[src/rtl/uart_byte_tx_pkg.sv]
// Shared types for the byte UART transmitter and its matching receiver.
// The FSM state encoding is fixed at 3 bits so both sides agree.
package uart_byte_tx_pkg;

  localparam int UART_DATA_BITS = 8;

  typedef enum logic [2:0] {
    UART_S_IDLE   = 3'd0,
    UART_S_START  = 3'd1,
    UART_S_DATA   = 3'd2,
    UART_S_PARITY = 3'd3,
    UART_S_STOP   = 3'd4
  } uart_state_e;

endpackage

[src/rtl/uart_byte_tx_if.sv]
// Valid/ready byte push channel into the UART transmitter.
// The source drives data/valid and holds them until ready is seen.
interface uart_byte_tx_if;

  logic [7:0] tx_data;
  logic       tx_valid;
  logic       tx_ready;

  modport master (
    output tx_data,
    output tx_valid,
    input  tx_ready
  );

  modport slave (
    input  tx_data,
    input  tx_valid,
    output tx_ready
  );

endinterface

[src/rtl/uart_tx_fifo.sv]
// Small synchronous byte FIFO with registered pointers and level.
// Shared by the transmit and receive paths; DEPTH must be a power of two.
module uart_tx_fifo #(
  parameter  int DEPTH = 4,
  parameter  int W     = 8,
  localparam int AW    = $clog2(DEPTH),
  localparam int LW    = AW + 1
) (
  input  logic          clk,
  input  logic          rst,
  input  logic          push,
  input  logic [W-1:0]  din,
  input  logic          pop,
  output logic [W-1:0]  dout,
  output logic          full,
  output logic          empty,
  output logic [LW-1:0] level
);

  logic [W-1:0]  mem_q [DEPTH];
  logic [AW-1:0] wr_q, wr_d;
  logic [AW-1:0] rd_q, rd_d;
  logic [LW-1:0] lvl_q, lvl_d;
  logic          do_push, do_pop;

  assign full  = (lvl_q == LW'(DEPTH));
  assign empty = (lvl_q == '0);
  assign level = lvl_q;
  assign dout  = mem_q[rd_q];

  // Pointers wrap naturally because DEPTH is a power of two.
  always_comb begin
    do_push = push & ~full;
    do_pop  = pop & ~empty;
    wr_d    = do_push ? wr_q + AW'(1) : wr_q;
    rd_d    = do_pop ? rd_q + AW'(1) : rd_q;
    lvl_d   = lvl_q;
    if (do_push && !do_pop) begin
      lvl_d = lvl_q + LW'(1);
    end else if (do_pop && !do_push) begin
      lvl_d = lvl_q - LW'(1);
    end
  end

  always_ff @(posedge clk or posedge rst) begin
    if (rst) begin
      wr_q  <= '0;
      rd_q  <= '0;
      lvl_q <= '0;
    end else begin
      wr_q  <= wr_d;
      rd_q  <= rd_d;
      lvl_q <= lvl_d;
    end
  end

  always_ff @(posedge clk) begin
    if (do_push) begin
      mem_q[wr_q] <= din;
    end
  end

endmodule

[src/rtl/uart_byte_tx.sv]
// 8N1 UART transmitter fed by a byte FIFO; drives the mgmt ser_rx pin.
// Define UART_TX_PARITY_EN to add an even-parity bit (8E1 frames).
module uart_byte_tx
  import uart_byte_tx_pkg::*;
#(
  parameter  int DIV_W      = 16,
  parameter  int FIFO_DEPTH = 4,
  localparam int LW         = $clog2(FIFO_DEPTH) + 1
) (
  input  logic             core_clk,
  input  logic             core_rst,
  input  logic [DIV_W-1:0] divisor,
  uart_byte_tx_if.slave    tx,
  output logic             ser_tx,
  output logic             busy,
  output logic [LW-1:0]    fifo_level
);

  localparam logic [2:0] LAST_BIT = 3'(UART_DATA_BITS - 1);

  uart_state_e      state_q, state_d;
  logic [7:0]       shreg_q, shreg_d;
  logic [DIV_W-1:0] baud_q, baud_d;
  logic [DIV_W-1:0] div_q, div_d;
  logic [2:0]       bit_q, bit_d;
  logic             ser_q, ser_d;
`ifdef UART_TX_PARITY_EN
  logic             par_q, par_d;
`endif

  logic       full, empty, pop, load, bit_end;
  logic [7:0] head;

  assign tx.tx_ready = ~full;
  assign ser_tx      = ser_q;
  assign busy        = (state_q != UART_S_IDLE) | (fifo_level != '0);
  assign bit_end     = (baud_q == '0);

  uart_tx_fifo #(
    .DEPTH (FIFO_DEPTH),
    .W     (8)
  ) u_fifo (
    .clk   (core_clk),
    .rst   (core_rst),
    .push  (tx.tx_valid),
    .din   (tx.tx_data),
    .pop   (pop),
    .dout  (head),
    .full  (full),
    .empty (empty),
    .level (fifo_level)
  );

  always_ff @(posedge core_clk or posedge core_rst) begin
    if (core_rst) begin
      state_q <= UART_S_IDLE;
      shreg_q <= '0;
      baud_q  <= '0;
      div_q   <= '0;
      bit_q   <= '0;
      ser_q   <= 1'b1;
`ifdef UART_TX_PARITY_EN
      par_q   <= 1'b0;
`endif
    end else begin
      state_q <= state_d;
      shreg_q <= shreg_d;
      baud_q  <= baud_d;
      div_q   <= div_d;
      bit_q   <= bit_d;
      ser_q   <= ser_d;
`ifdef UART_TX_PARITY_EN
      par_q   <= par_d;
`endif
    end
  end

  always_comb begin
    state_d = state_q;
    unique case (state_q)
      UART_S_IDLE: begin
        if (!empty) state_d = UART_S_START;
      end
      UART_S_START: begin
        if (bit_end) state_d = UART_S_DATA;
      end
      UART_S_DATA: begin
        if (bit_end && bit_q == LAST_BIT) begin
`ifdef UART_TX_PARITY_EN
          state_d = UART_S_PARITY;
`else
          state_d = UART_S_STOP;
`endif
        end
      end
`ifdef UART_TX_PARITY_EN
      UART_S_PARITY: begin
        if (bit_end) state_d = UART_S_STOP;
      end
`endif
      UART_S_STOP: begin
        if (bit_end) begin
          state_d = empty ? UART_S_IDLE : UART_S_START;
        end
      end
      default: state_d = UART_S_IDLE;
    endcase
  end

  always_comb begin
    pop     = 1'b0;
    load    = 1'b0;
    shreg_d = shreg_q;
    div_d   = div_q;
    bit_d   = bit_q;
    ser_d   = ser_q;
    baud_d  = bit_end ? baud_q : baud_q - DIV_W'(1);
`ifdef UART_TX_PARITY_EN
    par_d   = par_q;
`endif
    unique case (state_q)
      UART_S_IDLE: begin
        ser_d = 1'b1;
        load  = ~empty;
      end
      UART_S_START: begin
        if (bit_end) begin
          ser_d   = shreg_q[0];
          shreg_d = shreg_q >> 1;
          bit_d   = '0;
          baud_d  = div_q;
        end
      end
      UART_S_DATA: begin
        if (bit_end) begin
          baud_d = div_q;
          if (bit_q == LAST_BIT) begin
`ifdef UART_TX_PARITY_EN
            ser_d = par_q;
`else
            ser_d = 1'b1;
`endif
          end else begin
            ser_d   = shreg_q[0];
            shreg_d = shreg_q >> 1;
            bit_d   = bit_q + 3'd1;
          end
        end
      end
`ifdef UART_TX_PARITY_EN
      UART_S_PARITY: begin
        if (bit_end) begin
          ser_d  = 1'b1;
          baud_d = div_q;
        end
      end
`endif
      UART_S_STOP: begin
        if (bit_end) load = ~empty;
      end
      default: ser_d = 1'b1;
    endcase
    // Frame start: divisor is captured here and held for the whole frame.
    if (load) begin
      pop     = 1'b1;
      shreg_d = head;
      baud_d  = divisor;
      div_d   = divisor;
      ser_d   = 1'b0;
`ifdef UART_TX_PARITY_EN
      par_d   = ^head;
`endif
    end
  end

endmodule

[src/flat_wrapper.sv]
// flat-port wrapper written by rule: the top's interface ports become plain ports
module uart_byte_tx_flat import uart_byte_tx_pkg::*;
#(
  parameter  int DIV_W      = 16,
  parameter  int FIFO_DEPTH = 4,
  localparam int LW         = $clog2(FIFO_DEPTH) + 1
)
  (core_clk, core_rst, divisor, ser_tx, busy, fifo_level, tx_tx_data, tx_tx_valid, tx_tx_ready);
  uart_byte_tx_if tx_i ();
  input  logic core_clk;
  input  logic core_rst;
  input  logic [DIV_W-1:0] divisor;
  output logic ser_tx;
  output logic busy;
  output logic [LW-1:0] fifo_level;
  input wire logic [$bits(tx_i.tx_data)-1:0] tx_tx_data;
  input wire logic [$bits(tx_i.tx_valid)-1:0] tx_tx_valid;
  output wire logic [$bits(tx_i.tx_ready)-1:0] tx_tx_ready;
  assign tx_i.tx_data = tx_tx_data;
  assign tx_i.tx_valid = tx_tx_valid;
  assign tx_tx_ready = tx_i.tx_ready;
  uart_byte_tx #(.DIV_W(DIV_W), .FIFO_DEPTH(FIFO_DEPTH)) u_core (.core_clk(core_clk), .core_rst(core_rst), .divisor(divisor), .tx(tx_i), .ser_tx(ser_tx), .busy(busy), .fifo_level(fifo_level));
endmodule
[config.mk]
export PLATFORM = sky130hd
export DESIGN_NAME = uart_byte_tx_flat
export DESIGN_NICKNAME = d
export VERILOG_FILES = /design/src/rtl/uart_byte_tx_pkg.sv /design/src/rtl/uart_byte_tx_if.sv /design/src/rtl/uart_tx_fifo.sv /design/src/rtl/uart_byte_tx.sv /design/src/flat_wrapper.sv
export SDC_FILE = /design/constraint.sdc
export NUM_CORES = 1
export LEC_CHECK = 0
export BUFFER_PORTS_ARGS = -buffer_cell sky130_fd_sc_hd__buf_2
export CAP_MARGIN = 20
export CORE_UTILIZATION = 29
export CTS_CLUSTER_DIAMETER = 30
export DETAILED_ROUTE_END_ITERATION = 7
export GPL_ROUTABILITY_DRIVEN = 0
export GPL_TIMING_DRIVEN = 0
export SYNTH_ARGS = -nofsm -noshare
export SYNTH_HDL_FRONTEND = slang
export SYNTH_SLANG_ARGS = --single-unit
export TNS_END_PERCENT = 20
[constraint.sdc]
create_clock -name core_clk -period 8.6 [get_ports core_clk]
set_input_delay 0.43 -clock core_clk [delete_from_list [all_inputs] [get_ports core_clk]]
set_output_delay 0.43 -clock core_clk [all_outputs]
set_load 0.05 [all_outputs]
Word-level counts from Yosys, hierarchy flattened --
Memory sizes are Yosys's and may differ from the RTL's. Cells that the tools add are included.
Cells by class: $add $sub $neg 6, equal/unequal tests 15, mux-type cells 31, bitwise gates (word level) 5, reduce and logical (&&, ||, !) cells 18
Operators by type and width (count):
- 16-bit two-way mux | 4
- 8-bit two-way mux | 4
- 3-bit two-way mux | 9
- 16-bit logical NOT | 1
- 8-bit one-hot mux with 2 select lines | 1
- 16-bit by 1-bit subtractor with 16-bit output (second input constant) | 1
- 3-bit one-hot mux with 4 select lines | 1
- 4-bit AND reduction | 3
- 2-bit by 1-bit != test with 1-bit output (second input constant) | 5
- 3-bit == test (second input constant) | 3
- 1-bit two-way mux | 9
- 3-bit nonzero test | 3
- 3-bit by 1-bit adder with 3-bit output (second input constant) | 2
- 3-bit logical NOT | 2
- 3-bit by 1-bit != test with 1-bit output (second input constant) | 2
- 3-bit one-hot mux with 2 select lines | 1
- 2-bit by 1-bit adder with 2-bit output (second input constant) | 2
- 2-bit != test (second input constant) | 2
- 2-bit nonzero test | 2
- 3-bit by 1-bit == test with 1-bit output (second input constant) | 1
- 3-bit by 2-bit == test with 1-bit output (second input constant) | 1
- 1-bit logical AND | 3
- 3-bit by 2-bit != test with 1-bit output (second input constant) | 1
- 1-bit one-hot mux with 3 select lines | 1
- other kinds (8) | 11
Word-level totals: flip-flop bits (word level) 54, memory bits (writable) 32, output and inout bits 6, logic and storage cells 85, memories 1
Memories:
- u_core.u_fifo.mem_q | words 4, width 8, rd ports 1, clocked after memory_dff 0, wr ports 1, line uart_tx_fifo.sv:20 | logic [W-1:0] mem_q [DEPTH];

Longest topological paths before layout --
depth in word-level cells 9, mapped depth 14

Hierarchy --
Synthesis repeated with hierarchy kept, for this count alone.
Second synthesis, totals: cells, all modules 349, area total of the unflattened synthesis 4063.9 um2
By module, submodules not included:
- uart_byte_tx | times used 1, cells an instance 271, area each 2471.1 um2
- uart_tx_fifo | times used 1, cells an instance 78, area each 1592.8 um2

Worst setup path after synthesis --
No wires, ideal clock.
kind register -> register, start point register u_core.baud_q[0], end point register u_core.u_fifo.lvl_q[1], in the netlist u_core.u_fifo.level[1], data arrival time 2750 ps, path slack 5726 ps, stages on the path, launching flop included 13, path buffers 2, path through dfrtp_1 inv_1 ha_1 or3b_1 nor4_4 a21o_1 buf_6 inv_2 buf_2 ha_1 inv_1 fa_1 mux2_2
Between the ends: word-level cells in the longest chain between the ends 8, elaborated cells between the ends (all ways) 10
RTL lines:
- start, declared | line uart_byte_tx.sv:23 | logic [DIV_W-1:0] baud_q, baud_d;
- start signal, assigned | line uart_byte_tx.sv:68 | baud_q <= baud_d;
- 16-bit logical NOT | line uart_byte_tx.sv:37 | assign bit_end = (baud_q == '0);
- 1-bit two-way mux | line uart_byte_tx.sv:159 | if (bit_end) load = ~empty;
- 1-bit one-hot mux with 2 select lines | line uart_byte_tx.sv:121 | unique case (state_q)
- 1-bit two-way mux | line uart_byte_tx.sv:164 | if (load) begin
- 1-bit bitwise AND | line uart_tx_fifo.sv:34 | do_pop = pop & ~empty;
- 1-bit logical NOT | line uart_tx_fifo.sv:38 | if (do_push && !do_pop) begin
- 1-bit logical AND | line uart_tx_fifo.sv:38
- 3-bit two-way mux | line uart_tx_fifo.sv:38
- net u_core.u_fifo.lvl_d[1] | line uart_tx_fifo.sv:23 | logic [LW-1:0] lvl_q, lvl_d;
- end signal, assigned | line uart_tx_fifo.sv:53 | lvl_q <= lvl_d;
- end, declared | line uart_tx_fifo.sv:23
The timed path passes the listed nets, and every way through them passes these cells. A chain may end at the register's enable or synchronous reset.

Worst setup path in the final report --
Ends and elaborated chain as after synthesis.

==> metrics.cfg <==
[timing]
rsz0062_at_grt = no
setup_slack_ns = 5.37
tightest_slew_ns = 0.774
max_freq_mhz = 310
finalSetupTns_ns = 0
fin_crit_ns = 3.23
slew_viol_final = 0
final.setup_skew_ns = 0.00870
hold_viol_final = 0
slew_headroom_pct = 48.4
period_share_pct = 37.6
setup-violations-final = 0

[synth]
yosys.area.top_type_share_pct = 32.4
synth_common_cells = nand2_1 (77), dfrtp_1 (53), edfxtp_1 (32)
netlist_area_sq_mm = 0.00410
syn_avg_cell_area_sq_um = 11.4
synth_top_family_by_area = simple AND/OR/NAND/NOR gates
synth_compound_area_share_pct = 8.86
synth_ff_type = dfrtp_1
yosys.area_share.simple_pct = 17.7
yosysUniqueCellTypes = 57
syn_nets = 394
synth-async-reset-ratio_pct = 62.8
synth_edf_count = 32
synthAdderAreaFrac_pct = 2.93
yosysMostFrequentCell = nand2_1
yosysWarningCount = 0
synthCells = 358
synthTopCellsByArea = dfrtp_1 (32%), edfxtp_1 (23%), nand2_1 (7.1%)
yosys.area.top_type = dfrtp_1
synth-seq-cells = 86
muxShareOfSynthArea_pct = 9.20
ys_seq_area_share_pct = 56.5
synthXorXnorAreaFrac_pct = 1.50

[routing]
drt_iter0_drc = 104
drc = 0
m1WireLength_microns = 4020
num_vias = 2884
antenna_left = 0
viasPerCell = 4.91
highest_layer = met4
firstDrtPassIters = 4
totalWireLength_microns = 8850
wl_per_cell_microns = 15.1
route.met2.wl_microns = 4170
wl_met3_microns = 417

[critical_path]
required_ns = 8.84
crit_chain = inv_1 > ha_1 > or3b_1 > nor4_4 > a21o_1 > buf_6 > inv_2 > buf_2 > ha_1 > inv_1 > fa_1 > mux2_2
reg2reg_from = u_core.baud_q[0]
start_kind = flip-flop
slowest_delay_ns = 0.48
r2r_slack_ns = 5.37
critPathKind = reg -> reg
arrival_ns = 3.47
end_kind = flip-flop
slowest_stage = or3b_1
startpoint = u_core.baud_q[0]
cp_max_fo = 10
r2r_cells = 12

[die]
io_pins = 33
initial_utilization_pct = 29.6
die_h_microns = 121
rows = 43
fp.coreArea_sq_mm = 0.0138
fp.dieW_microns = 121
die-area_sq_mm = 0.0146

[global_routing]
grt.total_usage_pct = 13.4
grt_remaining_overflow = 0
grt_pass1_vias = 2924
antenna_found_initial = 0
grt_pass1_wl_microns = 14700
grt_max_degree = 44

[clocking]
clockBufferDepth = 2
htreeDepth = 3
post_cts_resized = 0
cts_hold_buf = 0
cts-root-buf = clkbuf_16
cts_inserted_buffers = 9
post_cts_buffers = 0
path_clk_slew_ns = 0.07
clk_latency_ns = 0.36
tritoncts = built
clkSinkCount = 86

[power]
cellLeakagePower_uw = 0.00198
power_density_mw_per_mm2 = 268
pwr-share-clk_pct = 29.2
p_int_uw = 853
pwr-share-comb_pct = 25.3
peakVddDrop_mv = 0.198
p_total_uw = 1280
p_sw_share_pct = 33.5
power_switching_uw = 429
sequentialPowerShare_pct = 45.5

[status]
status = completed

[finish]
final_area_sq_mm = 0.00478
antenna_cells = 0
area_delta_synth_final_pct = 16.8
final_net_count = 438
drive_above_1_share_pct = 20.9
final_cells = 587

[place]
dp_slack_ns = 5.39
dpl.hpwl_microns = 6320
port_buffers = 32
dp_cells = 571
placed_area_sq_mm = 0.00450

[flow_run]
max-cap-violations = 0

[hold_path]
min_path_type = in -> async

## kinds of logic (layout without fill, tap and decap cells)
family	count (synthesis)	after routing
and+or+nand+nor	149	149
DFF	86	86
AOI/OAI and AO/OA	55	55
muxes	27	27
buffers and inverters	25	74
adders and majority gates	9	9
xor gates and xnor gates	7	7
## final timing paths
kind                                     endpoint
max                        u_core.u_fifo.level[1]
min                         u_core.u_fifo.wr_q[0]
max reg2reg                u_core.u_fifo.level[1]
min reg2reg                       u_core.div_q[2]
max in group asynchronous           u_core.ser_tx
min in group core_clk             u_core.div_q[1]
## sequential cells by signal (all words and copies together), names as in the netlist
signal / count
u_core.baud_q: 16
u_core.bit_q: 3
u_core.div_q: 16
u_core.ser_tx: 1
u_core.shreg_q: 8
u_core.state_q: 3
u_core.u_fifo.level: 3
u_core.u_fifo.mem_q: 32
u_core.u_fifo.rd_q: 2
u_core.u_fifo.wr_q: 2
## routing by layer
layer / track usage (%) / vias to the layer above
li1: - / 1380
met1: 16.5 / 1417
met2: 20.9 / 70
met3: 4.48 / 17
met4: 6.87 / 0
met5: 0 / -
## through the flow
stage / util (%) / hold WS [ns]
4_1_cts: 34.6 / 0.00907
3_5_place_dp: 32.5 / 0.390
2_1_floorplan: - / 0.440
3_3_place_gp: 32.4 / 0.454
6_report: 34.6 / 0.000289
5_1_grt: 34.6 / 0.0153
## layout make-up
| cell class | count | area, sq um |
|---|---|---|
| Buffer | 16 | 101 |
| Clock buffer | 10 | 229 |
| Clock inverter | 6 | 53.8 |
| Fill cell | 1391 | 9040 |
| Inverter | 9 | 33.8 |
| Multi-Input combinational cell | 247 | 1650 |
| Sequential cell | 86 | 2310 |
| Tap cell | 180 | 225 |
| Timing Repair Buffer | 33 | 180 |
## critical path, delay by kind of cell, from the launching register on
family / cells / cell delay (ns)
AOI/OAI and AO/OA: 1 / 0.19
adders and majority gates: 3 / 0.87
buffers and inverters: 5 / 0.56
DFF: 1 / 0.41
muxes: 1 / 0.26
and+or+nand+nor: 2 / 0.83
## power groups by stage
| stage | Combinational [uW] | Clock, uW | Sequential (uW) |
|---|---|---|---|
| 2_1_floorplan | 224 | 0 | 604 |
| 3_3_place_gp | 318 | 0 | 584 |
| 3_5_place_dp | 328 | 0 | 590 |
| 4_1_cts | 329 | 384 | 583 |
| 5_1_grt | 359 | 401 | 596 |
| 6_report | 324 | 375 | 584 |
## layout by cell type (no fill, tap or decap), types with 3 or more instances in the layout
cell	instances
nand2_1	77
dfrtp_1	53
buf_2	38
edfxtp_1	32
nor2_1	29
mux2i_1	14
o21ai_0	10
clkbuf_16	9
a31oi_1	8
o21ai_1	8
mux4_2	8
ha_1	8
inv_1	6
a21oi_1	6
and3_1	6
nor3_1	5
clkbuf_1	4
buf_6	4
mux2_2	4
o31ai_1	4
xnor2_1	4
inv_2	3
nand4_1	3
nand2b_1	3
nand3_1	3
a22oi_1	3
xor2_1	3
nand3b_1	3
inv_6	3
Note: power is estimated with default switching activity, not from simulation.
